### config.mk
export PLATFORM = sky130hd
export DESIGN_NAME = decode_hazard_unit
export DESIGN_NICKNAME = d
export VERILOG_FILES = /design/src/rtl/decode_hazard_unit.sv
export SDC_FILE = /design/constraint.sdc
export NUM_CORES = 1
export LEC_CHECK = 0
export CORE_MARGIN = 2
export CORE_UTILIZATION = 40
export CTS_CLUSTER_SIZE = 8
export DETAILED_ROUTE_END_ITERATION = 7
export PLACE_DENSITY_LB_ADDON = 0.05
export SLEW_MARGIN = 20
export SYNTH_ARGS = -nofsm -noshare
export SYNTH_HDL_FRONTEND = slang
export SYNTH_SLANG_ARGS = --single-unit
### constraint.sdc
create_clock -name clk -period 3.1 [get_ports clk]
set_clock_uncertainty 0.1 [all_clocks]
set_input_delay 0.465 -clock clk [delete_from_list [all_inputs] [get_ports clk]]
set_output_delay 0.465 -clock clk [all_outputs]
set_load 0.05 [all_outputs]
### src/rtl/decode_hazard_unit.sv
// decode_hazard_unit: drives the decode/execute control word, injecting bubbles for
// load-use hazards (stall) and for taken branches in execute (flush).
module decode_hazard_unit #(
   parameter int LOAD_STALL_CYCLES  = 1,
   parameter int FLUSH_CYCLES       = 1,
   parameter int ZERO_REG_HARDWIRED = 1
) (
   input  logic        clk,
   input  logic        reset,
   input  logic [15:0] control_word_decode,
   input  logic [3:0]  rs1_decode,
   input  logic [3:0]  rs2_decode,
   input  logic        rs1_used_decode,
   input  logic        rs2_used_decode,
   input  logic [3:0]  rd_execute,
   input  logic        load_instruction,
   input  logic        branch_taken_execute,
   output logic [15:0] nop_mux_output,
   output logic        stall_fetch,
   output logic        stall_decode,
   output logic        flush_fetch,
   output logic [15:0] stall_count
);
   typedef enum logic [1:0] {RUN, STALL, FLUSH} state_t;
   localparam logic [3:0] FLUSH_INIT = 4'(FLUSH_CYCLES - 1);
   localparam logic [3:0] STALL_INIT = 4'(LOAD_STALL_CYCLES - 2);
   state_t      state_q, state_d;
   logic [3:0]  cnt_q, cnt_d;
   logic [15:0] count_q, count_d;
   logic        hazard;
   always_comb begin
      hazard = load_instruction &
               ((rs1_used_decode & (rs1_decode == rd_execute)) |
                (rs2_used_decode & (rs2_decode == rd_execute))) &
               !((ZERO_REG_HARDWIRED != 0) && (rd_execute == 4'd0));
      state_d        = state_q;
      cnt_d          = cnt_q;
      nop_mux_output = control_word_decode;
      stall_fetch    = 1'b0;
      stall_decode   = 1'b0;
      flush_fetch    = 1'b0;
      // A taken branch wins in every state; inside FLUSH it reloads the counter.
      if (branch_taken_execute) begin
         flush_fetch    = 1'b1;
         nop_mux_output = 16'h0000;
         state_d        = (FLUSH_CYCLES > 0) ? FLUSH : RUN;
         cnt_d          = FLUSH_INIT;
      end else if (state_q == FLUSH) begin
         flush_fetch    = 1'b1;
         nop_mux_output = 16'h0000;
         state_d        = (cnt_q == 4'd0) ? RUN : FLUSH;
         cnt_d          = cnt_q - 4'd1;
      end else if (state_q == STALL) begin
         stall_fetch    = 1'b1;
         stall_decode   = 1'b1;
         nop_mux_output = 16'h0000;
         state_d        = (cnt_q == 4'd0) ? RUN : STALL;
         cnt_d          = cnt_q - 4'd1;
      end else if (hazard) begin
         stall_fetch    = 1'b1;
         stall_decode   = 1'b1;
         nop_mux_output = 16'h0000;
         state_d        = (LOAD_STALL_CYCLES > 1) ? STALL : RUN;
         cnt_d          = STALL_INIT;
      end
      if (reset) begin
         nop_mux_output = 16'h0000;
         stall_fetch    = 1'b0;
         stall_decode   = 1'b0;
         flush_fetch    = 1'b0;
      end
      count_d = ((stall_fetch | flush_fetch) && (count_q != 16'hFFFF)) ? count_q + 16'd1 : count_q;
      stall_count = count_q;
   end
   always_ff @(posedge clk or posedge reset) begin
      if (reset) begin
         state_q <= RUN;
         cnt_q   <= 4'd0;
         count_q <= 16'd0;
      end else begin
         state_q <= state_d;
         cnt_q   <= cnt_d;
         count_q <= count_d;
      end
   end
endmodule

==> run summary <==
Slowest cell on the critical path: clkdlybuf4s50_1. After global routing the overflow that remains totals 0. In the final routed layout, each cell accounts on average for 14.6 um.

Number of post-CTS setup repair buffers: 0. The floorplan step defined a die boundary enclosing 0.00411 mm2. The worst setup path is captured at a primary output. The number of rows created at floorplan is 21, and the post-CTS clock slew at the launch and capture registers of the worst setup and hold paths is 120 ps. In this run the power density over the cells is 593 mW/mm2.

The synthesized netlist contains 37 unique library cells. The count of synthesis-stage warnings from yosys came out at 0. The top cell type's share of synthesized area is 0.381.

The number of setup violations in the final report was 0; the number of pins exceeding their max-slew limit in the final report was 0. The period utilization came out at 0.952. Setup repair after global routing left no endpoint under its margin. The run gives 3 as the number of buffers created by CTS.

After the last flow step, the layout net total stands at 264. For the pin with the worst max-slew slack, the measured transition is 522 ps. The clock passes through at most 2 buffers. The run gives 0 as the post-detailed-route DRC marker count.

The starting DRC count in detailed routing was 56; the antenna violation net count after detailed routing was 0. The critical path goes through clkdlybuf4s50_1 -> o41a_1 -> nand4b_1 -> buf_4 -> nand3_4 -> nor2_4 -> and2_1 -> buf_12. The run gives 0 as the number of antenna violations at the first check in global routing. The cell type with the highest aggregate area in the netlist is dfrtp_1.

After routing the design area is 0.00245 mm2. The filler cells instantiated in the layout total 235. The total count of hold-check failures in the final report is 0, and the cell leakage power is 1.01 nW. The tools report the root buffer cell as clkbuf_4. At the worst endpoint, the required time is 2530 ps. The floorplan step set the die width to 64.1 um. Highest cell delay on the worst timing path: 470 ps.

The cell area that synthesis handed to floorplanning was 0.00144 mm2. The die is 64.1 um tall. Across the VDD grid, the largest voltage drop is 0.828 mV. The worst slew margin relative to its limit was 0.651; the detailed placement HPWL was 3.28 mm.

The proportion of layout cells with a drive suffix above 1 is 0.164. The routability congestion estimate from global placement is 0.852, and the number of input and output port buffers inserted is 68. The maximum number of pins on one net before global-route repair is 23. TritonCTS built the clock tree. The critical path is of the input pin to primary output type.

Number of hold buffers added after cts: 0. The tools report the area of placed instances as 0.00238 mm2. After synthesis the netlist holds a flip-flop and latch count of 22. Yosys attributes the largest share of cell area to dfrtp_1 (38%), xnor2_1 (9.1%), and2_1 (7.4%), nand4_1 (3.9%), ha_1 (3.5%). The run gives 0.200 as the total global-route track usage. STA classifies the critical path startpoint as an input pin. Total power for the finished layout comes to 0.00145 W. After layout, the minimum clock period comes to 2950 ps. The TritonCTS sink count is 22. The run gives 3.97 mm as the total wire length after detailed routing. The core footprint is 0.00339 mm2. The tool flagged a number of max-cap violations equal to 0. Based on the critical path, the design can be clocked at up to 0.339 GHz.

The pre-antenna-repair detailed-routing pass consisted of 4 iterations. Across all hold checks on the routed design, the worst slack comes to 399 ps. The average instance area after synthesis came out at 9.44 um2.

The synthesized net count is 191, and the signed area change from the synthesized netlist to the final layout is 69.4%. The detailed-route via count was 1406. The flow ran to the end, and the final reports show no timing, DRC or antenna violations.

0 antenna diodes ended up in the layout. The end-of-flow core utilization is 0.722. In the final timing run, aggregate negative setup slack is 0 ps. The initial cell density of the core is 0.426. In this run the worst path has a maximum fanout of 8.

The total I/O pin count was 69. The via count of the first global-routing pass is 1391. The first global-routing pass estimated 6.51 mm of wire. Data arrives at the worst endpoint at 2390 ps. The via density per instance was 5.19. At the later pin of the worst-skew pair, clock insertion delay measures 300 ps.

In the synthesized netlist, the number of instances is 153. The maximum level of the CTS H-tree came out at 1. The type of the tightest min-delay check was flip-flop to flip-flop. The share of synthesized area occupied by flip-flops and latches is 0.381.
[stage by stage]
step	worst slack (ps)	std cells
after floorplan	266	153
after global placement	170	266
after detailed placement	82.8	266
after CTS	87.5	270
after global routing	46.5	271
final	149	271
[worst paths after layout]
check	endpoint	cells past startpoint	start	slack, ps
hold / removal	stall_count[9]$_DFFE_PP0P_	1	stall_count[9]$_DFFE_PP0P_	400
hold reg to reg	stall_count[9]$_DFFE_PP0P_	1	stall_count[9]$_DFFE_PP0P_	400
setup reg to reg	stall_count[1]$_DFFE_PP0P_	7	state_q[0]$_DFFE_PP0P_	1000
max in group asynchronous	stall_count[12]$_DFFE_PP0P_	3	reset	1890
setup / recovery	nop_mux_output[0]	8	rd_execute[0]	150
min in group asynchronous	stall_count[15]$_DFFE_PP0P_	3	reset	800
[cells in the mapped netlist]
cell	count
mux2_1	1
buf_4	2
o2111ai_1	1
xnor2_1	15
nand2b_1	2
a311oi_1	2
nand4b_1	2
o41a_1	1
nand2_1	5
and2_1	17
mux2i_1	2
xor2_1	4
inv_1	9
nor3_1	9
o21ai_0	2
nor2_4	1
buf_1	1
a2111oi_0	1
nand4_1	9
and4_1	2
o21bai_1	2
clkbuf_1	3
nor2_1	8
nand3b_1	1
o21a_1	1
and3_4	1
nand3_1	7
and3_1	4
nand2_4	1
a311o_1	1
nor2_2	1
buf_6	1
nand3_4	2
dfrtp_1	22
a222oi_1	1
a21oi_1	5
ha_1	4
[final cells by class]
type / count / area, um2 / share of cell area
sequential: 22 / 551 / 0.225
timing repair buffer: 74 / 903 / 0.369
clock inverter: 1 / 30.0 / 0.0123
multi-input combinational: 116 / 848 / 0.347
inverter: 9 / 33.8 / 0.0138
tap: 46 / 57.6 / 0.0235
clock buffer: 3 / 22.5 / 0.00921
[kinds of logic (layout without fill, tap and decap cells)]
group	Yosys count	in the layout	synth area share
simple gates	72	73	0.309
flops	22	22	0.381
xor+xnor	19	19	0.115
compound gates	17	17	0.0858
buf+inv	16	87	0.0520
fa+ha+maj	4	4	0.0347
mux	3	3	0.0217
[registers in the layout (all words and copies together) (netlist names)]
| register | count |
|---|---|
| cnt_q | 4 |
| state_q | 2 |
| stall_count | 16 |
[critical path, delay by kind of cell]
family                 cells  cell delay (ps)
and+or+nand+nor            4              650
buffers and inverters      3              800
AOI/OAI and AO/OA          1              470
[timing repair]
| item | in CTS | in global routing |
|---|---|---|
| hold endpoints to repair | 0 | 0 |
| setup endpoints to repair | 0 | 4 |
| gates resized for setup | 0 | 1 |
[power by group]
group          leakage, nW  internal (W)  switching [W]  total, W
Clock               0.0279      0.000131      0.0000874  0.000218
Sequential           0.284      0.000364      0.0000821  0.000446
Combinational        0.696      0.000329       0.000457  0.000786
[layer usage]
metal,track usage,share of wire,vias to the layer above
met3,0.0264,0.032,4
li1,-,-,685
met5,0,0,-
met4,0.0543,0.0078,0
met1,0.227,0.39,685
met2,0.385,0.57,32
[cells in the final DEF, fill, tap and decap left out]
master           instances
o21a_1                   1
nand2_1                  5
and4_1                   2
inv_1                    9
ha_1                     4
a311o_1                  1
nand3b_1                 1
o21bai_1                 2
mux2_1                   1
nor2_1                   8
nor2_4                   2
xor2_1                   4
a222oi_1                 1
a311oi_1                 2
nand4b_1                 2
mux2i_1                  2
bufinv_16                1
buf_12                  18
nand2_4                  1
o2111ai_1                1
nor3_1                   9
buf_4                    7
xnor2_1                 15
nand3_4                  2
clkdlybuf4s50_1         49
nand4_1                  9
and3_4                   1
o41a_1                   1
dfrtp_1                 22
a2111oi_4                1
a21oi_1                  5
nand2b_1                 2
nor2_2                   1
and2_1                  17
and3_1                   4
nand3_1                  7
clkbuf_4                 3
o21ai_0                  2
Note: power is estimated with default switching activity, not from simulation.
